--- config.mk ---
export PLATFORM = sky130hd
export DESIGN_NAME = conv1d_window_gen_flat
export DESIGN_NICKNAME = d
export VERILOG_FILES = /design/src/rtl/conv1d_window_gen_if.sv /design/src/rtl/conv1d_window_gen.sv /design/src/flat_wrapper.sv
export SDC_FILE = /design/constraint.sdc
export NUM_CORES = 1
export LEC_CHECK = 0
export BUFFER_PORTS_ARGS = -buffer_cell sky130_fd_sc_hd__clkbuf_2
export CAP_MARGIN = 20
export CORE_ASPECT_RATIO = 1.2
export CORE_MARGIN = 2
export CORE_UTILIZATION = 53
export DETAILED_ROUTE_END_ITERATION = 6
export HOLD_SLACK_MARGIN = 0.06
export PLACE_DENSITY = 0.81
export SLEW_MARGIN = 15
export SYNTH_ARGS = -nofsm -noshare
export SYNTH_HDL_FRONTEND = slang
export SYNTH_SLANG_ARGS = --single-unit
--- constraint.sdc ---
create_clock -name clk -period 1.75 [get_ports clk]
set_clock_uncertainty 0.05 [all_clocks]
set_input_delay 0.525 -clock clk [delete_from_list [all_inputs] [get_ports clk]]
set_output_delay 0.525 -clock clk [all_outputs]
set_load 0.02 [all_outputs]
--- src/rtl/conv1d_window_gen_if.sv ---
// Streaming sample handshake plus window outputs for conv1d_window_gen.
// The master drives samples in; the slave (the window generator) answers with ready and windows.
interface conv1d_window_gen_if #(
    parameter int DATA_WIDTH = 8
);
    logic                  s_valid;
    logic [DATA_WIDTH-1:0] s_data;
    logic                  s_last;
    logic                  s_ready;
    logic                  win_valid;
    logic [DATA_WIDTH-1:0] win0;
    logic [DATA_WIDTH-1:0] win1;
    logic [DATA_WIDTH-1:0] win2;
    logic                  seq_done;
    logic                  err_short;

    modport master (
        output s_valid, s_data, s_last,
        input  s_ready, win_valid, win0, win1, win2, seq_done, err_short
    );

    modport slave (
        input  s_valid, s_data, s_last,
        output s_ready, win_valid, win0, win1, win2, seq_done, err_short
    );
endinterface

--- src/rtl/conv1d_window_gen.sv ---
// Builds 3-sample sliding windows from a framed sample stream for the 3-tap systolic array,
// with optional zero padding at both ends of each sequence and a configurable stride.
module conv1d_window_gen #(
    parameter int DATA_WIDTH = 8,
    parameter int STRIDE     = 1,
    parameter int PAD        = 0
) (
    input logic               clk,
    input logic               rst_n,
    conv1d_window_gen_if.slave bus
);

    typedef enum logic [1:0] {ST_STREAM, ST_FLUSH, ST_END} state_t;

    localparam logic [1:0] LP_LAST_PHASE = 2'(STRIDE - 1);
    localparam logic       LP_PAD        = (PAD != 0);

    state_t                r_state;
    logic [DATA_WIDTH-1:0] r_t0, r_t1, r_t2;
    logic [1:0]            r_fill;
    logic [1:0]            r_phase;
    logic                  r_s_ready;
    logic                  r_win_valid;
    logic [DATA_WIDTH-1:0] r_win0, r_win1, r_win2;
    logic                  r_seq_done;
    logic                  r_err_short;

    logic                  w_accept;
    logic                  w_shift;
    logic                  w_last_acc;
    logic                  w_first_pad;
    logic [1:0]            w_fill_cur;
    logic [1:0]            w_phase_cur;
    logic [1:0]            w_fill_base;
    logic [1:0]            w_fill_nxt;
    logic [1:0]            w_phase_nxt;
    logic                  w_elig;
    logic                  w_emit;
    logic                  w_end_seq;
    logic [DATA_WIDTH-1:0] w_n0, w_n1, w_n2;

    // END already counts as a cleared sequence, so a sample taken there starts the next one.
    always_comb begin
        w_accept    = bus.s_valid && r_s_ready;
        w_shift     = w_accept || (r_state == ST_FLUSH);
        w_last_acc  = w_accept && bus.s_last;
        w_fill_cur  = (r_state == ST_END) ? 2'd0 : r_fill;
        w_phase_cur = (r_state == ST_END) ? 2'd0 : r_phase;
        w_first_pad = LP_PAD && w_accept && (w_fill_cur == 2'd0);

        w_n0 = w_first_pad ? '0 : r_t1;
        w_n1 = w_first_pad ? '0 : r_t2;
        w_n2 = (r_state == ST_FLUSH) ? '0 : bus.s_data;

        w_fill_base = w_first_pad ? 2'd1 : w_fill_cur;
        w_fill_nxt  = (w_fill_base == 2'd3) ? 2'd3 : w_fill_base + 2'd1;
        w_elig      = (w_fill_nxt == 2'd3);
        w_emit      = w_shift && w_elig && (w_phase_cur == 2'd0);

        w_phase_nxt = w_phase_cur;
        if (w_elig) begin
            w_phase_nxt = (w_phase_cur == LP_LAST_PHASE) ? 2'd0 : w_phase_cur + 2'd1;
        end

        w_end_seq = (r_state == ST_FLUSH) || (w_last_acc && !LP_PAD);
    end

    always_ff @(posedge clk or negedge rst_n) begin
        if (!rst_n) begin
            r_state     <= ST_STREAM;
            r_t0        <= '0;
            r_t1        <= '0;
            r_t2        <= '0;
            r_fill      <= 2'd0;
            r_phase     <= 2'd0;
            r_s_ready   <= 1'b1;
            r_win_valid <= 1'b0;
            r_win0      <= '0;
            r_win1      <= '0;
            r_win2      <= '0;
            r_seq_done  <= 1'b0;
            r_err_short <= 1'b0;
        end else begin
            if (w_shift) begin
                r_t0    <= w_n0;
                r_t1    <= w_n1;
                r_t2    <= w_n2;
                r_fill  <= w_fill_nxt;
                r_phase <= w_phase_nxt;
            end else if (r_state == ST_END) begin
                r_fill  <= 2'd0;
                r_phase <= 2'd0;
            end

            r_win_valid <= w_emit;
            if (w_emit) begin
                r_win0 <= w_n0;
                r_win1 <= w_n1;
                r_win2 <= w_n2;
            end

            // A sequence that ends before the taps ever fill has produced no window at all.
            r_seq_done  <= w_end_seq;
            r_err_short <= w_end_seq && (w_fill_nxt != 2'd3);

            if (r_state == ST_FLUSH) begin
                r_state   <= ST_END;
                r_s_ready <= 1'b1;
            end else if (w_last_acc) begin
                r_state   <= LP_PAD ? ST_FLUSH : ST_END;
                r_s_ready <= !LP_PAD;
            end else begin
                r_state   <= ST_STREAM;
                r_s_ready <= 1'b1;
            end
        end
    end

    assign bus.s_ready   = r_s_ready;
    assign bus.win_valid = r_win_valid;
    assign bus.win0      = r_win0;
    assign bus.win1      = r_win1;
    assign bus.win2      = r_win2;
    assign bus.seq_done  = r_seq_done;
    assign bus.err_short = r_err_short;

endmodule

--- src/flat_wrapper.sv ---
// flat-port wrapper written by rule: the top's interface ports become plain ports
module conv1d_window_gen_flat 
#(
    parameter int DATA_WIDTH = 8,
    parameter int STRIDE     = 1,
    parameter int PAD        = 0
)
  (clk, rst_n, bus_s_valid, bus_s_data, bus_s_last, bus_s_ready, bus_win_valid, bus_win0, bus_win1, bus_win2, bus_seq_done, bus_err_short);
  conv1d_window_gen_if #(.DATA_WIDTH(DATA_WIDTH)) bus_i ();
  input logic clk;
  input logic rst_n;
  input wire logic [$bits(bus_i.s_valid)-1:0] bus_s_valid;
  input wire logic [$bits(bus_i.s_data)-1:0] bus_s_data;
  input wire logic [$bits(bus_i.s_last)-1:0] bus_s_last;
  output wire logic [$bits(bus_i.s_ready)-1:0] bus_s_ready;
  output wire logic [$bits(bus_i.win_valid)-1:0] bus_win_valid;
  output wire logic [$bits(bus_i.win0)-1:0] bus_win0;
  output wire logic [$bits(bus_i.win1)-1:0] bus_win1;
  output wire logic [$bits(bus_i.win2)-1:0] bus_win2;
  output wire logic [$bits(bus_i.seq_done)-1:0] bus_seq_done;
  output wire logic [$bits(bus_i.err_short)-1:0] bus_err_short;
  assign bus_i.s_valid = bus_s_valid;
  assign bus_i.s_data = bus_s_data;
  assign bus_i.s_last = bus_s_last;
  assign bus_s_ready = bus_i.s_ready;
  assign bus_win_valid = bus_i.win_valid;
  assign bus_win0 = bus_i.win0;
  assign bus_win1 = bus_i.win1;
  assign bus_win2 = bus_i.win2;
  assign bus_seq_done = bus_i.seq_done;
  assign bus_err_short = bus_i.err_short;
  conv1d_window_gen #(.DATA_WIDTH(DATA_WIDTH), .STRIDE(STRIDE), .PAD(PAD)) u_core (.clk(clk), .rst_n(rst_n), .bus(bus_i));
endmodule
* Word-level counts from Yosys, hierarchy flattened
Index checks and enable logic that the tools add are counted.
Cells by class: bitwise gates (word level) 0, divide/modulo/power cells 0, mux-type cells 10, magnitude comparators 0, $mul 0, equal/unequal tests 5, reductions and logical operators 7, shift-type cells 0, $add $sub $neg 2
Operator list (count):
- $mux 2 | 9
- $mux 8 | 1
- $eq 2x2->1 const B | 3
- $add 2x1->2 const B | 2
- $logic_and 1x1->1 | 4
- $eq 2x1->1 const B | 1
- $logic_not 2->1 | 1
- $logic_or 1x1->1 | 2
- $ne 2x2->1 const B | 1
Word-level totals: memory bits (writable) 0, bits in read-only memories 0, input port bits 12, latch bits 0, logic and storage cells 35, memories kept 0, flip-flop bits (word level) 49

* Logic depth before layout (Yosys ltp)
Gate-level depths: netlist (run 1).
word-level depth 7, gate-level depth with buffers 6, mapped depth without buffers 5

* Worst setup path after synthesis (run 1)
No wires, ideal clock.
kind flip-flop to flip-flop, start point register u_core.r_state[1], end point register u_core.r_win0[4] (netlist: u_core.bus.win0[4]), data required time 1575 ps, cell stages (with the launch flop) 7, path buffers 1, setup slack 39 ps, library setup time 125 ps, arrival 1536 ps, cell sequence dfrtp_1 > nor2b_1 > inv_1 > ha_1 > nand4b_4 > buf_6 > mux2_4
Between the ends: cells in the longest elaborated chain, start to end 7, elaborated cells on any way between the ends 12
RTL lines:
- from (decl) | line conv1d_window_gen.sv:18 | state_t r_state;
- from (signal assigned) | line conv1d_window_gen.sv:110 | r_state <= LP_PAD ? ST_FLUSH : ST_END;
- $eq 2x2->1 | line conv1d_window_gen.sv:47, conv1d_window_gen.sv:48
- $mux 2 | line conv1d_window_gen.sv:47 | w_fill_cur = (r_state == ST_END) ? 2'd0 : r_fill;
- $add 2x1->2 or $eq 2x2->1 (tied branches) | line conv1d_window_gen.sv:56 | w_fill_nxt = (w_fill_base == 2'd3) ? 2'd3 : w_fill_base + 2'd1;
- $mux 2 | line conv1d_window_gen.sv:56
- $eq 2x2->1 | line conv1d_window_gen.sv:57 | w_elig = (w_fill_nxt == 2'd3);
- $logic_and 1x1->1 | line conv1d_window_gen.sv:58 | w_emit = w_shift && w_elig && (w_phase_cur == 2'd0);
- $logic_and 1x1->1 * | line conv1d_window_gen.sv:58
- to (signal assigned) | line conv1d_window_gen.sv:97 | r_win0 <= w_n0;
- to (decl) | line conv1d_window_gen.sv:24 | logic [DATA_WIDTH-1:0] r_win0, r_win1, r_win2;
Every way passes the cells marked *; elsewhere a longest branch is shown, timed or not. A chain may end at the register's enable or synchronous reset.

* Final worst setup path (run 1)
start point register u_core.r_state[1], end point register u_core.r_win0[0] (netlist: u_core.bus.win0[0])
Same word-level chain as after synthesis.

==> flow_metrics.env, run 1 <==
export IMPL_status="finished with violations"
export IMPL_violations="DRC"
export IMPL_worst_setup_path_type="reg2reg"
export IMPL_antenna_diodes=0
export IMPL_cell_at_the_root_of_the_clock_tree="clkbuf_8"
export IMPL_combinational_family_with_the_most_area_after_synthesis="multiplexers"
export IMPL_power_density_nw_per_um2=1360
export IMPL_remaining_drc_errors=2
export IMPL_areaGrowthSynthToFinish_pct=19.1
export IMPL_seqPwrFrac_pct=47.5
export IMPL_report_final_slew_viol_count=0
export IMPL_adder_and_majority_cell_fraction_of_the_synthesized_area_pct=1.31
export IMPL_fill_cell_total_of_the_finished_layout=256
export IMPL_grt_first_pass_wirelength_um=5490
export IMPL_fmax_mhz=604
export IMPL_first_global_vias=1142
export IMPL_core_region_area_um2=3400
export IMPL_fp_dieW_um=58.8
export IMPL_synth_sequential_area_ratio_pct=61.5
export IMPL_cts_buffers_inserted=5
export IMPL_buffer_ports_inserted=38
export IMPL_synth_simple_gate_area_share_pct=3.47
export IMPL_drt_iter0_markers=25
export IMPL_placement_rows=23
export IMPL_hpwlAfterDp_um=2180
export IMPL_detailroute_via_count=1055
export IMPL_power_share_switching_pct=30.1
export IMPL_syn_avg_cell_area_um2=16.5
export IMPL_die_area_um2=4110
export IMPL_clock_tree_from_tritoncts="built"
export IMPL_power_ir_vdd_worst_uv=686
export IMPL_final_critical_period_ps=1650
export IMPL_clock_transition_at_path_regs_ps=80
export IMPL_gr_usage_all_layers_pct=18.0
export IMPL_post_cts_buffers=0
export IMPL_post_layout_total_power_mw=3.11
export IMPL_p_leak_nw=1.13
export IMPL_drt_pass1_iter_count=6
export IMPL_setup_worst_path_end_class="register"
export IMPL_combinationalPowerShare_pct=28.1
export IMPL_yosysWarnings=0
export IMPL_clk_latency_ps=300
export IMPL_clock_power_share_pct=24.4
export IMPL_required_ps=1890
export IMPL_final_hold_viol_count=0
export IMPL_syn_inst=116
export IMPL_antenna_violations_before_repair=0
export IMPL_route_detailed_wl_per_inst_um=16.2
export IMPL_final_nets=173
export IMPL_arrival_ps=1800
export IMPL_grt_ovfl_total=0
export IMPL_power_switching_mw=0.937
export IMPL_post_route_period_util_pct=94.5
export IMPL_max_cap_violations=0
export IMPL_rsz0062_at_grt="false"
export IMPL_htree_levels=2
export IMPL_via_per_inst=5.38
export IMPL_post_synthesis_xor_xnor_area_fraction_pct=0
export IMPL_cts_buffer_depth=2
export IMPL_syn_area_um2=1910
export IMPL_drt_wl_total_um=3170
export IMPL_synth_compound_area_share_pct=2.22
export IMPL_final_setup_tns_ps=0
export IMPL_numClockSinks=47
export IMPL_cts_hold_buffers_added=0
export IMPL_finalSetupViolCount=0
export IMPL_start_util_pct=56.3
export IMPL_post_route_cells_drive_above_1_share_pct=59.7
export IMPL_die_y_um=69.8
export IMPL_postSynthNetCount=130
export IMPL_internal_power_mw=2.17
export IMPL_grt_max_degree=48
export IMPL_synth_mux_area_share_pct=27.9
export IMPL_crit_fanout=13
export IMPL_critPathLaunchType="register"
export IMPL_yosys_register_bits=47
export IMPL_ant_nets=0
export IMPL_synth_distinct_cells=19
export IMPL_routability_congestion_estimate_from_global_placement=0.784
export IMPL_ios=40
export IMPL_min_delay_path_class="in2async"
## state kept, by name, summed over array words and instances, names as in the netlist
signal / flops
u_core.bus.win0: 8
u_core.bus.win1: 8
u_core.bus.win2: 8
u_core.r_t1: 8
u_core.r_t2: 8
u_core.r_fill: 2
u_core.r_phase: 2
u_core.bus.err_short: 1
u_core.bus.win_valid: 1
u_core.r_state: 1
## placed cells by master (no fill, tap or decap), types with 2 or more instances in the layout
cell type  count
dfrtp_1       47
clkbuf_2      38
mux2_2        22
mux2_4        19
clkbuf_8       5
inv_1          3
a21oi_1        3
buf_12         3
nand3_1        2
a21bo_2        2
ha_1           2
buf_4          2
## critical path, stage by stage (launching register included)
cell      delay (ps)
dfrtp_1          420
nor2b_2          150
inv_1             50
ha_1             200
nand4b_4         170
buf_12           180
mux2_2           330
## per-layer routing
metal / up-vias / track usage, % / share of wire [%]
met5: - / 0 / 0
met3: 6 / 5.41 / 6.1
li1: 485 / - / -
met4: 0 / 6.82 / 1.7
met2: 30 / 27.2 / 50
met1: 534 / 24.3 / 42
## repair_timing
action	in CTS	in global routing
gates resized for setup	0	1
endpoints found under the hold margin	0	0
endpoints found under the setup margin	0	15
## path summary, 6_finish.rpt
check,startpoint,endpoint,slack [ps],depth (start not counted)
max in group asynchronous,rst_n,u_core.r_state[1],1280,2
hold / removal,rst_n,u_core.bus.win1[4],130,2
setup reg to reg,u_core.r_state[1],u_core.bus.win0[0],100,6
min in group clk,bus_s_data[0],u_core.r_t2[0],420,2
hold reg to reg,u_core.r_t1[3],u_core.r_t1[3],460,1
setup / recovery,u_core.r_state[1],u_core.bus.win0[0],100,6
## metrics by stage
step	utilization [%]	instances	hold slack [ps]	cell area [um2]	setup slack (ps)
floorplan	-	116	179	1910	39.2
global placement	63.9	189	431	2170	110
detailed placement	63.9	189	441	2170	62.0
CTS	67.0	196	147	2280	56.1
global route	67.1	196	152	2280	4.73
finish	67.1	196	133	2280	95.7
## Yosys cell counts
cell type   n  area [um2]
nand3_1     2        10.0
nand4b_4    1        23.8
a21bo_2     2        20.0
buf_2       2        10.0
mux2_4     19         285
conb_1      1        3.75
buf_6       2        22.5
nand2b_1    1        6.26
buf_4       3        22.5
ha_1        2        25.0
nand2_1     1        3.75
inv_1       3        11.3
mux2_2     22         248
a21oi_1     3        15.0
a21boi_0    1        7.51
nor2_1      1        3.75
nor2b_1     2        12.5
and2_1      1        6.26
dfrtp_1    47        1180
## cell families (layout without fill, tap and decap cells)
| group | after synthesis | count (layout) |
|---|---|---|
| compound gates | 6 | 6 |
| simple gates | 9 | 9 |
| buf+inv | 10 | 53 |
| flops | 47 | 47 |
| fa+ha+maj | 2 | 2 |
| mux | 41 | 41 |
| other cells | 1 | 1 |
## final cells by class
cell class | instances | area (um2) | area share [%]
Sequential cell | 47 | 1180 | 51.6
Multi-Input combinational cell | 59 | 673 | 29.5
Timing Repair Buffer | 43 | 265 | 11.6
Clock buffer | 5 | 68.8 | 3.02
Tap cell | 37 | 46.3 | 2.03
Clock inverter | 2 | 37.5 | 1.65
Inverter | 3 | 11.3 | 0.494
## power by group through the flow
stage | clock, mW | sequential, mW | combinational [mW]
after floorplan | 0 | 1.70 | 0.368
after global placement | 0 | 1.48 | 0.863
after detailed placement | 0 | 1.50 | 0.882
after CTS | 0.791 | 1.48 | 0.886
after global routing | 0.823 | 1.51 | 0.934
final | 0.759 | 1.48 | 0.873
No activity file was read; power rests on OpenSTA's default activity.
==> run 2: changes to the inputs <==
--- a/config.mk
+++ b/config.mk
@@ -7,7 +7,7 @@
 export LEC_CHECK = 0
 export BUFFER_PORTS_ARGS = -buffer_cell sky130_fd_sc_hd__clkbuf_2
 export CAP_MARGIN = 20
-export CORE_ASPECT_RATIO = 1.2
+export CORE_ASPECT_RATIO = 2
 export CORE_MARGIN = 2
 export CORE_UTILIZATION = 53
 export DETAILED_ROUTE_END_ITERATION = 6
==> flow_metrics.env, run 2 (synthesis gave the netlist of run 1 again) <==
export IMPL_max_stage_delay_ps=410
export IMPL_internal_power_mw=2.22
export IMPL_fmax_mhz=595
export IMPL_clock_tree_from_tritoncts="built"
export IMPL_buffer_ports_inserted=38
export IMPL_final_cell_mix="47 x dfrtp_1, 38 x clkbuf_2, 22 x mux2_2"
export IMPL_post_cts_buffers=0
export IMPL_report_final_slew_viol_count=0
export IMPL_critPathLaunchType="register"
export IMPL_min_delay_path_class="in2async"
export IMPL_areaGrowthSynthToFinish_pct=20.3
export IMPL_via_per_inst=5.03
export IMPL_clk_latency_ps=300
export IMPL_setup_worst_path_end_class="register"
export IMPL_antenna_violations_before_repair=0
export IMPL_final_critical_period_ps=1680
export IMPL_status="completed"
export IMPL_worstPathCellList="nor2b_1 -> inv_1 -> ha_1 -> nand4b_4 -> buf_12 -> mux2_2"
export IMPL_internal_reg_to_reg_setup_slack_ps=70
export IMPL_final_hold_viol_count=0
export IMPL_hpwlAfterDp_um=2290
export IMPL_rr_worst_depth=6
export IMPL_clock_transition_at_path_regs_ps=80
export IMPL_final_core_utilization_pct=67.4
export IMPL_placement_rows=30
export IMPL_numClockSinks=47
export IMPL_htree_levels=2
export IMPL_final_hold_worst_slack_ps=94.2
export IMPL_cts_hold_buffers_added=0
export IMPL_postLayoutSetupSlackWorst_ps=68.1
export IMPL_grt_ovfl_total=0
export IMPL_power_share_switching_pct=29.7
export IMPL_final_common_cell="dfrtp_1"
export IMPL_grt_max_degree=32
export IMPL_detailroute_via_count=1046
export IMPL_cts_buffers_inserted=5
export IMPL_max_cap_violations=0
export IMPL_worst_setup_path_type="reg2reg"
export IMPL_arrival_ps=1810
export IMPL_power_switching_mw=0.936
export IMPL_start_util_pct=56.0
export IMPL_cts_resized=0
export IMPL_final_setup_tns_ps=0
export IMPL_fill_cell_total_of_the_finished_layout=244
export IMPL_seqPwrFrac_pct=46.8
export IMPL_multi_input_area_um2=671
export IMPL_drt_iter0_markers=8
export IMPL_p_leak_nw=1.14
export IMPL_die_y_um=89.0
export IMPL_post_route_cells_drive_above_1_share_pct=59.4
export IMPL_die_area_um2=4140
export IMPL_power_ir_vdd_worst_uv=936
export IMPL_post_place_ws_ps=74.9
export IMPL_finalSetupViolCount=0
export IMPL_power_density_nw_per_um2=1370
export IMPL_gr_usage_all_layers_pct=18.0
export IMPL_crit_fanout=14
export IMPL_grt_first_pass_wirelength_um=5200
export IMPL_fp_dieW_um=46.5
export IMPL_final_nets=173
export IMPL_cts_buffer_depth=2
export IMPL_ff_latch_area_um2=1180
export IMPL_ant_nets=0
export IMPL_core_region_area_um2=3420
export IMPL_remaining_drc_errors=0
export IMPL_routability_congestion_estimate_from_global_placement=0.723
export IMPL_slowest_stage="dfrtp_1"
export IMPL_drt_pass1_iter_count=2
export IMPL_antenna_diodes=0
export IMPL_drt_wl_total_um=3100
export IMPL_clock_power_share_pct=25.4
export IMPL_combinationalPowerShare_pct=27.7
export IMPL_route_detailed_wl_per_inst_um=14.9
export IMPL_rsz0062_at_grt="false"
export IMPL_required_ps=1880
export IMPL_cell_at_the_root_of_the_clock_tree="clkbuf_8"
export IMPL_post_route_period_util_pct=96.1
export IMPL_first_global_vias=1098
export IMPL_ios=40
run 2: area by class of cell:
| class | count | share of cell area, % |
|---|---|---|
| sequential | 47 | 51.1 |
| multi-input combinational | 59 | 29.1 |
| timing repair buffer | 43 | 11.5 |
| clock buffer | 6 | 3.59 |
| tap | 48 | 2.61 |
| clock inverter | 2 | 1.52 |
| inverter | 3 | 0.489 |
run 2: worst paths after layout:
check                                   from                 end
max                        u_core.r_state[1]  u_core.bus.win0[1]
min                                    rst_n  u_core.bus.win0[4]
max reg2reg                u_core.r_state[1]  u_core.bus.win0[1]
min reg2reg                   u_core.r_t1[2]  u_core.bus.win0[2]
max in group asynchronous              rst_n      u_core.r_t1[1]
min in group clk               bus_s_data[4]  u_core.bus.win2[4]
run 2: per-stage QoR:
step	instance area, um2	instances	total power [mW]
6_report	2300	208	3.15
5_1_grt	2300	208	3.31
4_1_cts	2300	208	3.20
2_1_floorplan	1910	116	2.07
3_3_place_gp	2180	200	2.34
3_5_place_dp	2180	200	2.39
run 2: critical path: cells and delay by family (launching register included):
kind / cells / cell delay [ps]
adder cells (fa/ha/maj): 1 / 210
buffers and inverters: 2 / 230
flip-flops: 1 / 410
multiplexers: 1 / 340
AND/OR/NAND/NOR: 2 / 310
run 2: power groups by stage:
stage	clock [mW]	sequential, mW	combinational [mW]
after CTS	0.829	1.48	0.888
after global routing	0.869	1.51	0.929
after floorplan	0	1.70	0.368
after global placement	0	1.48	0.863
final	0.802	1.48	0.874
after detailed placement	0	1.50	0.887
run 2: layer usage:
metal  vias to the layer above  GRT usage (%)  wire, um
li1                        481              -         -
met1                       533           22.1      1180
met3                         7           4.44       128
met4                         0           9.61        78
met2                        25           28.4      1710
met5                         -              0         0
